===== src/rtl/pwm_pkg.sv =====
// Shared types and defaults for the multi-channel PWM core and its helpers.
// Latency: n/a (types and constants only).
// Backpressure: n/a.
//
// Contents:
//   CW_DEF / NCH_DEF  default counter width and channel count
//   NCH_MAX           largest supported channel count
//   cnt_dir_e         counter direction used by centre-aligned counting
//   shadow_t          register-map layout of one load set at default widths
package pwm_pkg;

   localparam int CW_DEF  = 16;
   localparam int NCH_DEF = 4;
   localparam int NCH_MAX = 16;

   typedef enum logic {
      UP   = 1'b0,
      DOWN = 1'b1
   } cnt_dir_e;

   // One complete set of load fields as software sees it in the register map.
   typedef struct packed {
      logic [CW_DEF-1:0]              period;
      logic [CW_DEF-1:0]              prescaler;
      logic [NCH_DEF-1:0][CW_DEF-1:0] duty;
      logic                           center_mode;
   } shadow_t;

endpackage


===== src/rtl/pwm_prescaler.sv =====
// Clock divider producing a one-cycle tick every max(div_i,1) clocks.
// Latency: tick_o is combinational from the registered count.
// Backpressure: none; clear_i holds the count at 0 and suppresses the tick.
//
// Ports:
//   clk, reset   clock and synchronous active-high reset
//   clear_i      hold count at 0, no tick
//   div_i        divide ratio (0 and 1 both divide by 1)
//   tick_o       high on the cycle the count sits at its terminal value
module pwm_prescaler
   import pwm_pkg::*;
#(
   parameter int CW = CW_DEF
) (
   input  logic          clk,
   input  logic          reset,
   input  logic          clear_i,
   input  logic [CW-1:0] div_i,
   output logic          tick_o
);

   logic [CW-1:0] psc_cnt_q;
   logic [CW-1:0] psc_cnt_d;
   logic [CW-1:0] term;

   assign term = (div_i > CW'(1)) ? div_i - CW'(1) : '0;

   // >= rather than == so a shrinking ratio can never strand the count
   // above the terminal value.
   assign tick_o = !clear_i && (psc_cnt_q >= term);

   always_comb begin
      psc_cnt_d = psc_cnt_q + CW'(1);
      if (clear_i || tick_o) begin
         psc_cnt_d = '0;
      end
   end

   always_ff @(posedge clk) begin
      if (reset) begin
         psc_cnt_q <= '0;
      end else begin
         psc_cnt_q <= psc_cnt_d;
      end
   end

endmodule


===== src/rtl/pwm_multi_core.sv =====
// N-channel PWM generator: shared prescaler and period counter, per-channel compare,
// shadowed period/prescaler/duty applied at the period boundary (or at once when disabled).
// Latency: pwm_out and period_tick are registered, one cycle behind the counter. Backpressure: none.
//
// Optional build macro PWM_CENTER_ALIGN_EN adds the center_mode input (up/down counting).
//
// Ports:
//   clk, reset      clock and synchronous active-high reset
//   enable          run; low clears the counters, forces outputs low, applies loads at once
//   prescaler       clock divide ratio (0/1 = divide by 1)
//   period          counts per period (0 = outputs held low)
//   duty            per-channel compare, channel i at [i*CW +: CW]
//   load            one-cycle pulse arming a shadow transfer
//   center_mode     (PWM_CENTER_ALIGN_EN only) up/down counting when set
//   load_pending    armed load still waiting for a boundary
//   pwm_out         registered channel outputs
//   period_tick     one-cycle pulse the cycle after each wrap
//   counter         active period counter
module pwm_multi_core
   import pwm_pkg::*;
#(
   parameter int CW  = CW_DEF,
   parameter int NCH = NCH_DEF
) (
   input  logic              clk,
   input  logic              reset,
   input  logic              enable,
   input  logic [CW-1:0]     prescaler,
   input  logic [CW-1:0]     period,
   input  logic [NCH*CW-1:0] duty,
   input  logic              load,
`ifdef PWM_CENTER_ALIGN_EN
   input  logic              center_mode,
`endif
   output logic              load_pending,
   output logic [NCH-1:0]    pwm_out,
   output logic              period_tick,
   output logic [CW-1:0]     counter
);

   // Active (post-shadow) configuration.
   logic [CW-1:0]           period_q;
   logic [CW-1:0]           psc_q;
   logic [NCH-1:0][CW-1:0]  duty_q;

   logic                    pending_q;
   logic                    pending_d;
   logic [CW-1:0]           counter_q;
   logic [CW-1:0]           counter_d;
   logic [NCH-1:0]          pwm_q;
   logic [NCH-1:0]          pwm_d;
   logic                    period_tick_q;

   logic                    run;
   logic                    tick;
   logic                    wrap;
   logic                    pend_any;
   logic                    apply;
   logic [CW-1:0]           top_val;

`ifdef PWM_CENTER_ALIGN_EN
   logic                    cmode_q;
   cnt_dir_e                dir_q;
   cnt_dir_e                dir_d;
   logic                    center_run;

   // A one-count period cannot count down, so it falls back to edge mode.
   assign center_run = cmode_q && (period_q > CW'(1));
`endif

   // period_q - 1 is only formed when period_q is non-zero.
   assign run     = enable && (period_q != '0);
   assign top_val = run ? period_q - CW'(1) : '0;

   pwm_prescaler #(
      .CW (CW)
   ) u_prescaler (
      .clk     (clk),
      .reset   (reset),
      .clear_i (!run),
      .div_i   (psc_q),
      .tick_o  (tick)
   );

   always_comb begin
      counter_d = counter_q;
      wrap      = 1'b0;
`ifdef PWM_CENTER_ALIGN_EN
      dir_d     = dir_q;
`endif
      if (!run) begin
         counter_d = '0;
`ifdef PWM_CENTER_ALIGN_EN
         dir_d     = UP;
`endif
      end else if (tick) begin
`ifdef PWM_CENTER_ALIGN_EN
         if (center_run) begin
            if (dir_q == UP) begin
               if (counter_q >= top_val) begin
                  // Turn around below the top so the peak is not repeated;
                  // with period 2 the turn-around value is already 0.
                  counter_d = top_val - CW'(1);
                  if (counter_d == '0) begin
                     wrap = 1'b1;
                  end else begin
                     dir_d = DOWN;
                  end
               end else begin
                  counter_d = counter_q + CW'(1);
               end
            end else begin
               counter_d = counter_q - CW'(1);
               if (counter_d == '0) begin
                  wrap  = 1'b1;
                  dir_d = UP;
               end
            end
         end else
`endif
         begin
            if (counter_q >= top_val) begin
               counter_d = '0;
               wrap      = 1'b1;
            end else begin
               counter_d = counter_q + CW'(1);
            end
         end
      end
   end

   // A load arriving on the wrap cycle is applied at that same wrap; when
   // halted there is no boundary to wait for.
   assign pend_any  = pending_q || load;
   assign apply     = pend_any && (wrap || !enable);
   assign pending_d = pend_any && !apply;

   for (genvar i = 0; i < NCH; i++) begin : g_ch
      assign pwm_d[i] = run && (counter_q < duty_q[i]);
   end

   always_ff @(posedge clk) begin
      if (reset) begin
         period_q      <= '0;
         psc_q         <= '0;
         duty_q        <= '0;
         pending_q     <= 1'b0;
         counter_q     <= '0;
         pwm_q         <= '0;
         period_tick_q <= 1'b0;
`ifdef PWM_CENTER_ALIGN_EN
         cmode_q       <= 1'b0;
         dir_q         <= UP;
`endif
      end else begin
         pending_q     <= pending_d;
         counter_q     <= counter_d;
         pwm_q         <= pwm_d;
         period_tick_q <= wrap;
`ifdef PWM_CENTER_ALIGN_EN
         dir_q         <= dir_d;
`endif
         if (apply) begin
            period_q <= period;
            psc_q    <= prescaler;
            duty_q   <= duty;
`ifdef PWM_CENTER_ALIGN_EN
            cmode_q  <= center_mode;
`endif
         end
      end
   end

   assign load_pending = pending_q;
   assign pwm_out      = pwm_q;
   assign period_tick  = period_tick_q;
   assign counter      = counter_q;

endmodule


===== config.mk =====
export PLATFORM = sky130hd
export DESIGN_NAME = pwm_multi_core
export DESIGN_NICKNAME = d
export VERILOG_FILES = /design/src/rtl/pwm_pkg.sv /design/src/rtl/pwm_prescaler.sv /design/src/rtl/pwm_multi_core.sv
export SDC_FILE = /design/constraint.sdc
export NUM_CORES = 1
export LEC_CHECK = 0
export ABC_AREA = 1
export BUFFER_PORTS_ARGS = -buffer_cell sky130_fd_sc_hd__buf_2
export CAP_MARGIN = 20
export CORE_ASPECT_RATIO = 0.6
export CORE_MARGIN = 4
export CORE_UTILIZATION = 62
export DETAILED_ROUTE_END_ITERATION = 10
export PLACE_DENSITY = 0.95
export SLEW_MARGIN = 20
export SYNTH_ARGS = -nofsm -noshare
export SYNTH_HDL_FRONTEND = slang
export SYNTH_SLANG_ARGS = --single-unit

===== constraint.sdc =====
create_clock -name clk -period 5.4 [get_ports clk]
set_input_delay 0.54 -clock clk [delete_from_list [all_inputs] [get_ports clk]]
set_output_delay 0.54 -clock clk [all_outputs]
set_load 0.03 [all_outputs]

==> results of run 1 <==
how the worst max path moves through the flow:
stage / endpoint / slack, ps / depth (start not counted)
floorplan: duty_q[0]$_SDFFE_PP0P_ / 2290 / 21
CTS: duty_q[15]$_SDFFE_PP0P_ / 1060 / 23
global placement: psc_q[3]$_SDFFE_PP0P_ / 1380 / 22
global route: duty_q[9]$_SDFFE_PP0P_ / 700 / 21
finish: duty_q[38]$_SDFFE_PP0P_ / 1000 / 24
detailed placement: duty_q[11]$_SDFFE_PP0P_ / 1210 / 22
through the flow:
| stage | total power [W] | worst slack (ps) |
|---|---|---|
| 6_report | 0.00287 | 999 |
| 5_1_grt | 0.00299 | 697 |
| 4_1_cts | 0.00285 | 1060 |
| 3_5_place_dp | 0.00159 | 1210 |
| 3_3_place_gp | 0.00157 | 1380 |
| 2_1_floorplan | 0.00148 | 2290 |
placed cells by master, fill, tap and decap left out, types with 3 or more instances in the layout:
cell type	instances
o211ai_1	5
dfxtp_1	134
nor3b_1	3
a21oi_1	162
nor4_1	3
nand3b_1	3
clkbuf_16	17
buf_2	121
ha_1	98
clkbuf_8	4
o21ai_0	30
nand3_1	117
nand2_1	244
nor3_1	19
clkinv_4	3
inv_1	227
buf_4	3
nand4_1	14
a21o_1	3
bufinv_16	4
nor2_1	186
xnor2_1	8
or2_2	6
a211oi_1	4
xor2_1	15
nand3_2	3
flip-flops by register name, indices dropped and copies added (netlist names):
signal and cells:
period_q 16, period_tick 1, psc_q 16, u_prescaler.psc_cnt_q 16, load_pending 1, duty_q 64, pwm_out 4, counter 16
area by class of cell:
class | count | area, µm² | share of cell area, %
Clock buffer | 21 | 480 | 4.69
Clock inverter | 11 | 171 | 1.67
Inverter | 229 | 862 | 8.42
Multi-Input combinational cell | 941 | 5150 | 50.3
Sequential cell | 134 | 2680 | 26.2
Tap cell | 192 | 240 | 2.35
Timing Repair Buffer | 125 | 656 | 6.40
power groups by stage:
stage | clock [W] | sequential, W | combinational (W)
after floorplan | 0 | 0.00110 | 0.000372
after global placement | 0 | 0.00111 | 0.000465
after detailed placement | 0 | 0.00111 | 0.000484
after CTS | 0.00127 | 0.00109 | 0.000494
after global routing | 0.00132 | 0.00110 | 0.000578
final | 0.00127 | 0.00109 | 0.000505
cells by family after synthesis:
logic type | count (synthesis) | synth area share (%)
flops | 134 | 29.7
compound gates | 214 | 12.5
simple gates | 606 | 28.6
fa+ha+maj | 98 | 13.6
xor+xnor | 23 | 2.23
buf+inv | 286 | 13.3
routing by layer:
| metal | wire length, µm | share of wire (%) |
|---|---|---|
| met5 | 0 | 0 |
| met4 | 664 | 2.7 |
| met3 | 2540 | 10 |
| met2 | 10600 | 44 |
| met1 | 10400 | 43 |
cells in the mapped netlist, drive strengths merged (4+ instances only):
library cell,count
nand2,246
inv,228
nor2,186
a21oi,163
dfxtp,134
nand3,120
ha,98
o21ai,32
clkbuf,29
buf,28
nor3,20
xor2,15
nand4,14
xnor2,8
or2,6
o211ai,5
a211oi,4
nor3b,4
nor4,4
==> results by group, run 1 <==
Detailed routing
  • Post-DRT Antenna Nets: 0
  • Routed len/inst: roughly 15 µm
  • Initial drt markers: 995
  • WL final: roughly 24000 µm
  • Vias per std cell: roughly 5.5
  • Pre-antenna DRT Iters: 6
  • Vias: 9063
  • Residual DRC: 0

Power and ir drop
  • Part of the power in registers: between 30% and 40%
  • Combinational Power Share: between 10% and 20%
  • Clock share of power: between 40 and 50%
  • Leak Pwr: between 5 and 6 nW
  • Int Pwr: ~0.0021 W
  • Net Sw Frac: between 20% and 30%
  • VDD IR-drop max: around 200 µV
  • Sw Pwr: just over 0.0008 W
  • Pwr dens: around 280 nW/µm²

Clock tree
  • Clock Sink Count: 134
  • Post-CTS Setup Bufs: 0
  • Post-cts resize count: 0
  • CTS tree: yes
  • H-tree depth: 4
  • Post-CTS Hold Buffers: 0
  • Max Buffers Root-to-Sink: 2
  • Skew-Pair Late Insertion Delay: between 400 and 500 ps
  • Root Buffer: clkbuf_16
  • Clock buffer count from CTS: 17
  • Reg clk slew, reported paths: 60 ps

Critical path
  • Required time worst endpoint: approximately 5800 ps
  • Start of the worst register-to-register path: period_q[2]$_SDFFE_PP0P_
  • Worst Reg-to-Reg Cells: 24
  • Worst R2R End: duty_q[38]$_SDFFE_PP0P_
  • CP Capture Type: flip-flop
  • Critical Path Most Common Cell: nand2_1
  • CP cell instances: nor2_1 -> nand2_1 -> nor2_1 -> nand2_1 -> nor3_1 -> inv_1 -> nor2_1 -> nand2_1 -> inv_1 -> nand2_1 -> o21ai_0 -> ha_1 -> nand2_1 -> inv_1 -> o21bai_1 -> nand2_1 -> a21oi_2 -> nand3_2 -> nand3_2 -> nand2_8 -> buf_16 -> nand3_1 -> nand2_1 -> nor2_1
  • Critical path class: flip-flop to flip-flop
  • Slowest CP cell: buf_16
  • Buf/Inv on CP: 4
  • R2r setup slk: between 900 and 1000 ps
  • Crit. Startpoint: period_q[2]$_SDFFE_PP0P_
  • Worst setup SP type: flip-flop
  • Crit-path max FO: 104
  • Top cell family by delay on the critical path: simple AND/OR/NAND/NOR gates
  • CP Data Arrival Time: ~4800 ps
  • Slowest stage delay, CP: approximately 350 ps

STA
  • Skew final: between 10 and 15 ps
  • Hold_ws: between 300 and 400 ps
  • Tmin final: 4400 ps
  • Endpoints failing setup: 0
  • Relative slew slack: a little under a third
  • Tightest Pin Transition: 1040 ps
  • Final cycle utilization of the critical path: between 80% and 90%
  • Final Max Tran Viols: 0
  • Max frequency: 227 MHz
  • RSZ-0062 raised after global routing: no
  • Hold Vio Cnt, Final: 0
  • Final setup TNS: 0 ps

Place
  • HPWL Detailed: 16200 µm
  • IO Port Bufs: roughly 120
  • Final GP Congestion: between 0.9 and 1
  • DP Area: 9560 µm²
  • Inst Count DP: between 1.5k and 2k

Cells and area
  • Area growth, synth to finish: 13.6%
  • Core Util, Final: between 70 and 80%
  • Fill cells: 1085
  • ANT cells: 0
  • Fin area: approximately 10000 µm²
  • Finished Layout Cells: about 1.7k
  • Post-layout nets: approximately 1.6k
  • Fraction of layout cells with a size suffix above 1: around an eighth

Synth
  • Largest cells by area after synthesis: dfxtp_1 30%, ha_1 14%, nand2_1 10%, inv_1 9.5%, a21oi_1 9.0%
  • Synth cell types: 39
  • Gate Count Post-Synth: 1361
  • Ys flop type: dfxtp_1
  • Post-Synthesis Net Count: around 1.6k
  • Seq/Total Area, Yosys: roughly 30%
  • Largest area contributor in the netlist: dfxtp_1
  • Mapped cell area: between 9000 and 10000 µm²
  • Syn. warnings: 0
  • Area share of the largest cell type after synthesis: 29.7%
  • EDFF count, synth: 0
  • Ys async rst share: 0%
  • Seq cells post-synth: ~130
  • Syn_area_per_cell: 6.63 µm²

Floorplan
  • Die Ht: 101 µm
  • Initial core utilization: 64.6%
  • Die Wd: ~160 µm
  • Boundary pin count: roughly 120
  • Core area: between 10000 and 15000 µm²
  • Row count: 33
  • Die area: roughly 17000 µm²

Worst hold path
  • Hold Path End: load_pending$_SDFF_PP0_
  • HP Class: input port to flip-flop
  • Hold depth: 2
  • Min-delay src: reset

Global routing
  • Global-route wire length before repair: about 40000 µm
  • M1 GR Usage: 40.1%
  • Largest net degree at the start of global routing: slightly below 200
  • Busiest grt layer: met2
  • Antenna violations before repair: 0
  • Met2 Use GR: around 46%
  • GR Util All Layers: between 20% and 30%
  • Global route overflow: 0
  • Number of global-route vias before repair: 8340
  • GR Layer Usage met3: under 10%

Flow run
  • Max-cap check violation count: 0

Run status
  • Status: completed
Note: power is estimated with default switching activity, not from simulation.
==> inputs of run 2 (changes only) <==
Settings changed: ABC_AREA 1 to 0, CORE_UTILIZATION 62 to 53, PLACE_DENSITY 0.95 to 0.87.
Clock period 5.4 ns to 3.6 ns, I/O delays scaled along.
==> results by group, run 2 <==
Global routing
  • Antenna violations before repair: 0 (unchanged)
  • Global-route wire length before repair: 39700 µm (+0.56%)
  • GR Util All Layers: 25.8% (-3.2 points)
  • Number of global-route vias before repair: 8002 (-4.1%)
  • Busiest grt layer: met2
  • GR Layer Usage met3: 5.72% (+0.43 points)
  • Met2 Use GR: 40.9% (-4.6 points)
  • Global route overflow: 0 (unchanged)
  • Largest net degree at the start of global routing: 119 (-39%)
  • M1 GR Usage: 35.2% (-4.9 points)

Synth
  • Post-Synthesis Net Count: 1221 (-22%)
  • Largest cells by area after synthesis: dfxtp_1 30%, nand2b_1 14%, ha_1 14%, mux2i_1 11%, inv_1 3.3%
  • Synth cell types: 51 (+31%)
  • Syn. warnings: 0 (unchanged)
  • Mapped cell area: 8970 µm² (-0.57%)
  • Seq cells post-synth: 134 (unchanged)
  • Syn_area_per_cell: 8.77 µm² (+32%)
  • EDFF count, synth: 0 (unchanged)
  • Gate Count Post-Synth: 1023 (-25%)
  • Synth cell count leaders: 204 x nand2b_1, 134 x dfxtp_1, 98 x ha_1
  • Seq/Total Area, Yosys: 29.9% (+0.17 points)
  • Most frequent cell after synthesis: nand2b_1
  • Area share of the largest cell type after synthesis: 29.9% (+0.17 points)
  • Ys async rst share: 0% (unchanged)
  • Largest area contributor in the netlist: dfxtp_1
  • Ys flop type: dfxtp_1

Clock tree
  • Root Buffer: clkbuf_16
  • Reg clk slew, reported paths: 70 ps (about the same)
  • CTS tree: yes
  • H-tree depth: 4 (unchanged)
  • Clock Sink Count: 134 (unchanged)
  • Clock buffer count from CTS: 17 (unchanged)
  • Max Buffers Root-to-Sink: 2 (unchanged)
  • Skew-Pair Late Insertion Delay: 430 ps (about the same)

Floorplan
  • Boundary pin count: 122 (unchanged)
  • Die Ht: 109 µm (+7.2%)
  • Core area: 16400 µm² (+17%)
  • Die Wd: 176 µm (+7.5%)
  • Initial core utilization: 54.7% (-9.9 points)
  • Row count: 36 (+9.1%)
  • Die area: 19100 µm² (+15%)

Flow run
  • Max-cap check violation count: 0 (unchanged)

Cells and area
  • Fill cells: 1170 (+7.8%)
  • Fraction of layout cells with a size suffix above 1: 24.6% (+13 points)
  • Reg with most FFs: duty_q
  • Core Util, Final: 69.9% (-3.5 points)
  • ANT cells: 0 (unchanged)
  • Fin area: 11500 µm² (+12%)
  • Area growth, synth to finish: 27.8%
  • Most common cell after layout, fill and taps aside: nand2b_1
  • Most frequent cells in the layout: 204 x nand2b_1, 133 x dfxtp_1, 120 x buf_2, 97 x ha_1, 93 x mux2i_1
  • Area of the multi-input gates: 6000 µm² (+16%)
  • Max reg flops: 64 (unchanged)
  • Post-layout nets: 1410 (-14%)
  • FF+latch area: 2680 µm² (about the same)

STA
  • Relative slew slack: 40.8% (+9.8 points)
  • PnR worst setup slack: -215 ps (-1210 ps)
  • Skew final: 11.8 ps (-0.386 ps)
  • Max frequency: 262 MHz (+15%)
  • Final cycle utilization of the critical path: 106% (+24 points)
  • RSZ-0062 raised after global routing: yes
  • Tmin final: 3810 ps (-586 ps)
  • Endpoints failing setup: 109 (+109)
  • Hold Vio Cnt, Final: 0 (unchanged)
  • Tightest Pin Transition: 886 ps (-150 ps)
  • Final Max Tran Viols: 0 (unchanged)
  • Final setup TNS: -15900 ps (-15900 ps)

Critical path
  • CP Capture Type: flip-flop
  • Worst Reg-to-Reg Cells: 17 (-29%)
  • Critical path class: flip-flop to flip-flop
  • Crit-path max FO: 7 (-93%)
  • CP Data Arrival Time: 4160 ps (-590 ps)
  • Worst setup SP type: flip-flop
  • Required time worst endpoint: 3950 ps (-1800 ps)

Place
  • Final GP Congestion: 0.923 (-4.2%)
  • HPWL Detailed: 17500 µm (+8.4%)
  • IO Port Bufs: 121 (unchanged)
  • Dpl ws: -192 ps (-1410 ps)
  • DP Area: 10300 µm² (+7.2%)

Detailed routing
  • Routed len/inst: 18.9 µm (+29%)
  • Post-DRT Antenna Nets: 0 (unchanged)
  • Pre-antenna DRT Iters: 6 (unchanged)
  • Vias: 8187 (-9.7%)
  • Initial drt markers: 846 (-15%)
  • Residual DRC: 0 (unchanged)
  • WL final: 27400 µm (+13%)
  • Vias per std cell: 5.63 (+2.8%)

Worst hold path
  • HP Class: input port to flip-flop
  • Hold depth: 3 (+1)

Power and ir drop
  • VDD IR-drop max: 337 µV (+69%)
  • Pwr dens: 394 nW/µm² (+41%)
  • Leak Pwr: 5.22 nW (-1.5%)

Run status
  • Status: finished with violations
  • Failing checks: setup timing
-- run 2: cells by family after synthesis --
logic type                 Yosys count  share of synthesized area [%]
buffers and inverters              123                           6.29
and+or+nand+nor                    412                           25.8
adders and majority gates           98                           13.7
DFF                                134                           29.9
xor gates and xnor gates            41                           4.00
muxes                               97                           10.8
AOI/OAI and AO/OA                  118                           9.43
-- run 2: critical path, stage by stage (launching register included) --
cell and delay [ps]:
dfxtp_2 330, nor4_2 270, buf_4 170, nor3b_4 240, nand2_2 120, nor4_4 270, xor2_1 160, nand2_1 100
ha_4 280, and4_4 230, nand2_4 60, o41ai_4 420, nor3_4 120, o32ai_4 250, buf_12 180, buf_6 180
buf_4 150, mux2i_1 200
-- run 2: cell type report --
| class | instances | share of cell area (%) |
|---|---|---|
| timing repair buffer | 213 | 13.5 |
| clock inverter | 11 | 1.51 |
| clock buffer | 21 | 4.11 |
| inverter | 80 | 2.62 |
| multi-input combinational | 766 | 52.3 |
| tap | 228 | 2.49 |
| sequential | 134 | 23.4 |
-- run 2: metrics by stage --
step	hold WS (ps)	total power, W	cells
4_1_cts	194	0.00436	1436
6_report	192	0.00451	1453
3_3_place_gp	454	0.00241	1402
3_5_place_dp	462	0.00245	1402
2_1_floorplan	438	0.00218	1023
5_1_grt	201	0.00466	1453
-- run 2: report_power, final --
group | leakage (nW) | switching, W | internal (W)
registers | 1.09 | 0.0000526 | 0.00155
logic | 3.82 | 0.000505 | 0.000474
clock network | 0.313 | 0.000708 | 0.00122
total | 5.22 | 0.00127 | 0.00324
-- run 2: final timing paths --
kind	from	slack, ps	endpoint
hold reg to reg	duty_q[59]$_SDFFE_PP0P_	470	duty_q[59]$_SDFFE_PP0P_
hold / removal	prescaler[2]	190	psc_q[2]$_SDFFE_PP0P_
setup / recovery	psc_q[6]$_SDFFE_PP0P_	-210	duty_q[47]$_SDFFE_PP0P_
setup reg to reg	psc_q[6]$_SDFFE_PP0P_	-210	duty_q[47]$_SDFFE_PP0P_
-- run 2: repair_timing --
item	4_1_cts	5_1_grt
pin swaps	3	23
endpoints found under the setup margin	97	127
cloned	1	8
gates resized for setup	9	73
hold buffers	0	0
setup buffers	1	11
-- run 2: routing by layer --
| metal | share of wire, % | vias up | wire [µm] |
|---|---|---|---|
| li1 | - | 3878 | - |
| met1 | 43 | 3837 | 11900 |
| met3 | 9.5 | 91 | 2600 |
| met4 | 2.7 | 0 | 747 |
| met5 | 0 | - | 0 |
| met2 | 44 | 381 | 12200 |
==> inputs of run 3 (changes only) <==
Settings changed: PLACE_DENSITY 0.87 to 0.77.
==> results by group, run 3 (synthesis gave the netlist of run 2 again) <==
Cells and area
  • Core Util, Final: 69.2% (-0.71 points)
  • Most common cell after layout, fill and taps aside: nand2b_1
  • Finished Layout Cells: 1444 (-0.62%)
  • Most frequent cells in the layout: 202 x nand2b_1, 133 x dfxtp_1, 120 x buf_2, 95 x ha_1, 90 x mux2i_1
  • Reg with most FFs: duty_q
  • Max reg flops: 64 (unchanged)
  • ANT cells: 0 (unchanged)
  • Area growth, synth to finish: 26.5%
  • Post-layout nets: 1401 (-0.64%)
  • Fraction of layout cells with a size suffix above 1: 23.9% (-0.64 points)

STA
  • Hold_ws: 196 ps (+3.57 ps)
  • Tmin final: 3660 ps (-158 ps)
  • Endpoints failing setup: 74 (-32%)
  • Final cycle utilization of the critical path: 102% (-4.4 points)
  • Relative slew slack: 42.0% (+1.3 points)
  • Tightest Pin Transition: 869 ps (-16.2 ps)
  • PnR worst setup slack: -56.9 ps (+158 ps)
  • Max frequency: 273 MHz (+4.3%)
  • Skew final: 10.5 ps (-1.38 ps)
  • Hold Vio Cnt, Final: 0 (unchanged)
  • RSZ-0062 raised after global routing: yes
  • Final Max Tran Viols: 0 (unchanged)

Global routing
  • Global route overflow: 0 (unchanged)
  • Global-route wire length before repair: 37300 µm (-6.0%)
  • GR Util All Layers: 24.2% (-1.6 points)
  • Number of global-route vias before repair: 7353 (-8.1%)
  • Largest net degree at the start of global routing: 117 (-1.7%)
  • Antenna violations before repair: 0 (unchanged)

Critical path
  • Required time worst endpoint: 3940 ps (about the same)
  • Buf/Inv on CP: 3 (-1)
  • CP Capture Type: flip-flop
  • Top cell family by delay on the critical path: simple AND/OR/NAND/NOR gates
  • CP cell instances: nor4_4 -> nor3b_4 -> nand2_2 -> buf_6 -> nor2_4 -> xor2_1 -> nand2_1 -> ha_1 -> and4_4 -> nand2_4 -> o41ai_4 -> nor3_4 -> o32ai_4 -> buf_6 -> buf_12 -> mux2i_2
  • Worst setup SP type: flip-flop
  • CP Data Arrival Time: 3990 ps (-170 ps)
  • Crit-path max FO: 7 (unchanged)
  • Slowest stage delay, CP: 430 ps (about the same)
  • R2r setup slk: -60 ps (+160 ps)
  • Critical path class: flip-flop to flip-flop
  • Slowest CP cell: o41ai_4
  • Critical Path Most Common Cell: buf_6

Place
  • IO Port Bufs: 121 (unchanged)
  • Final GP Congestion: 0.891 (-3.5%)
  • Inst Count DP: 1394 (-0.57%)
  • HPWL Detailed: 16700 µm (-4.8%)

Worst hold path
  • HP Class: input port to flip-flop

Clock tree
  • CTS tree: yes
  • Reg clk slew, reported paths: 60 ps (about the same)
  • Clock buffer count from CTS: 17 (unchanged)
  • Skew-Pair Late Insertion Delay: 420 ps (about the same)
  • Clock Sink Count: 134 (unchanged)
  • H-tree depth: 4 (unchanged)
  • Max Buffers Root-to-Sink: 2 (unchanged)
  • Root Buffer: clkbuf_16

Floorplan
  • Initial core utilization: 54.7% (unchanged)
  • Die area: 19100 µm² (unchanged)
  • Die Wd: 176 µm (unchanged)
  • Die Ht: 109 µm (unchanged)
  • Boundary pin count: 122 (unchanged)
  • Row count: 36 (unchanged)
  • Core area: 16400 µm² (unchanged)

Run status
  • Failing checks: setup timing
  • Status: finished with violations

Detailed routing
  • Residual DRC: 0 (unchanged)
  • Routed len/inst: 16.9 µm (-11%)
  • Highest routed layer: met4
  • Vias: 7808 (-4.6%)
  • Routed met3 length: 2260 µm (-13%)
  • Post-DRT Antenna Nets: 0 (unchanged)
  • Vias per std cell: 5.41 (-4.0%)
  • Pre-antenna DRT Iters: 5 (-1)
  • Met2 WL post-DR: 10200 µm (-16%)
  • Initial drt markers: 644 (-24%)
  • WL final: 24400 µm (-11%)
  • Post-Route M1 WL: 11500 µm (-3.0%)

Power and ir drop
  • Sw Pwr: 0.00125 W (-1.5%)
  • Net Sw Frac: 29.4% (+1.4 points)
  • Pwr dens: 374 nW/µm² (-5.0%)
  • VDD IR-drop max: 425 µV (+26%)
  • Part of the power in registers: 37.8% (+2.2 points)
  • Combinational Power Share: 22.4% (+0.7 points)
  • Leak Pwr: 5.15 nW (-1.5%)
  • Int Pwr: 0.00299 W (-7.8%)
  • Final Total Pwr: 0.00424 W (-6.0%)
  • Clock share of power: 39.8% (-2.9 points)

Flow run
  • Max-cap check violation count: 0 (unchanged)
run 3: changes by cell type in the layout (fill, tap and decap cells not counted), moves of 3 or more:
| cell | before | now |
|---|---|---|
| buf_12 | 10 | 5 |
| buf_4 | 69 | 63 |
| bufinv_16 | 4 | 1 |
| mux2i_1 | 93 | 90 |
| a21boi_2 | 9 | 2 |
| a21boi_0 | 0 | 6 |
| a21oi_1 | 25 | 28 |
| a21oi_2 | 4 | 1 |
run 3: power groups by stage:
stage                     combinational (W)  sequential [W]  clock, W
after floorplan                    0.000541         0.00163         0
after global placement             0.000777         0.00163         0
final                              0.000952         0.00160   0.00169
after detailed placement           0.000801         0.00163         0
after CTS                          0.000830         0.00160   0.00169
after global routing                0.00104         0.00161   0.00177
run 3: per-layer routing:
| layer | vias to the layer above | track usage, % |
|---|---|---|
| met5 | - | 0 |
| met2 | 328 | 36.0 |
| met3 | 37 | 5.79 |
| met4 | 0 | 6.34 |
| li1 | 3856 | - |
| met1 | 3587 | 35.2 |
run 3: worst paths after layout:
| check | from | endpoint | cells past startpoint |
|---|---|---|---|
| setup / recovery | psc_q[6]$_SDFFE_PP0P_ | psc_q[0]$_SDFFE_PP0P_ | 16 |
| hold reg to reg | duty_q[33]$_SDFFE_PP0P_ | duty_q[33]$_SDFFE_PP0P_ | 2 |
| hold / removal | duty[16] | duty_q[16]$_SDFFE_PP0P_ | 3 |
| setup reg to reg | psc_q[6]$_SDFFE_PP0P_ | psc_q[0]$_SDFFE_PP0P_ | 16 |
run 3: cell type report:
cell class	count	area (µm²)
fillers	1255	5050
well taps	228	285
clock inverters	13	123
clock buffers	19	443
multi-input cells	767	6050
inverters	80	300
repair buffers	203	1460
flip-flops and latches	134	2690
run 3: tightest hold or removal path: stages:
cell,delay [ps]
buf_2,90
nand2b_1,60
mux2i_1,60
run 3: repair_timing:
| item | CTS | global route |
|---|---|---|
| buffers inserted | 2 | 9 |
| cloned | 1 | 9 |
| pin swaps | 6 | 24 |
| resized for setup | 11 | 63 |
| endpoints found under the setup margin | 96 | 129 |
| hold buffers | 0 | 0 |
run 3: per-stage QoR:
| stage | cell area, µm² | setup slack [ps] | setup TNS, ps |
|---|---|---|---|
| global route | 11300 | -186 | -13380 |
| finish | 11300 | -56.9 | -1490 |
| floorplan | 8970 | 50.6 | 0 |
| detailed placement | 10200 | -183 | -12430 |
| CTS | 10800 | -0.542 | -0.542 |
| global placement | 10200 | -20.6 | -830 |
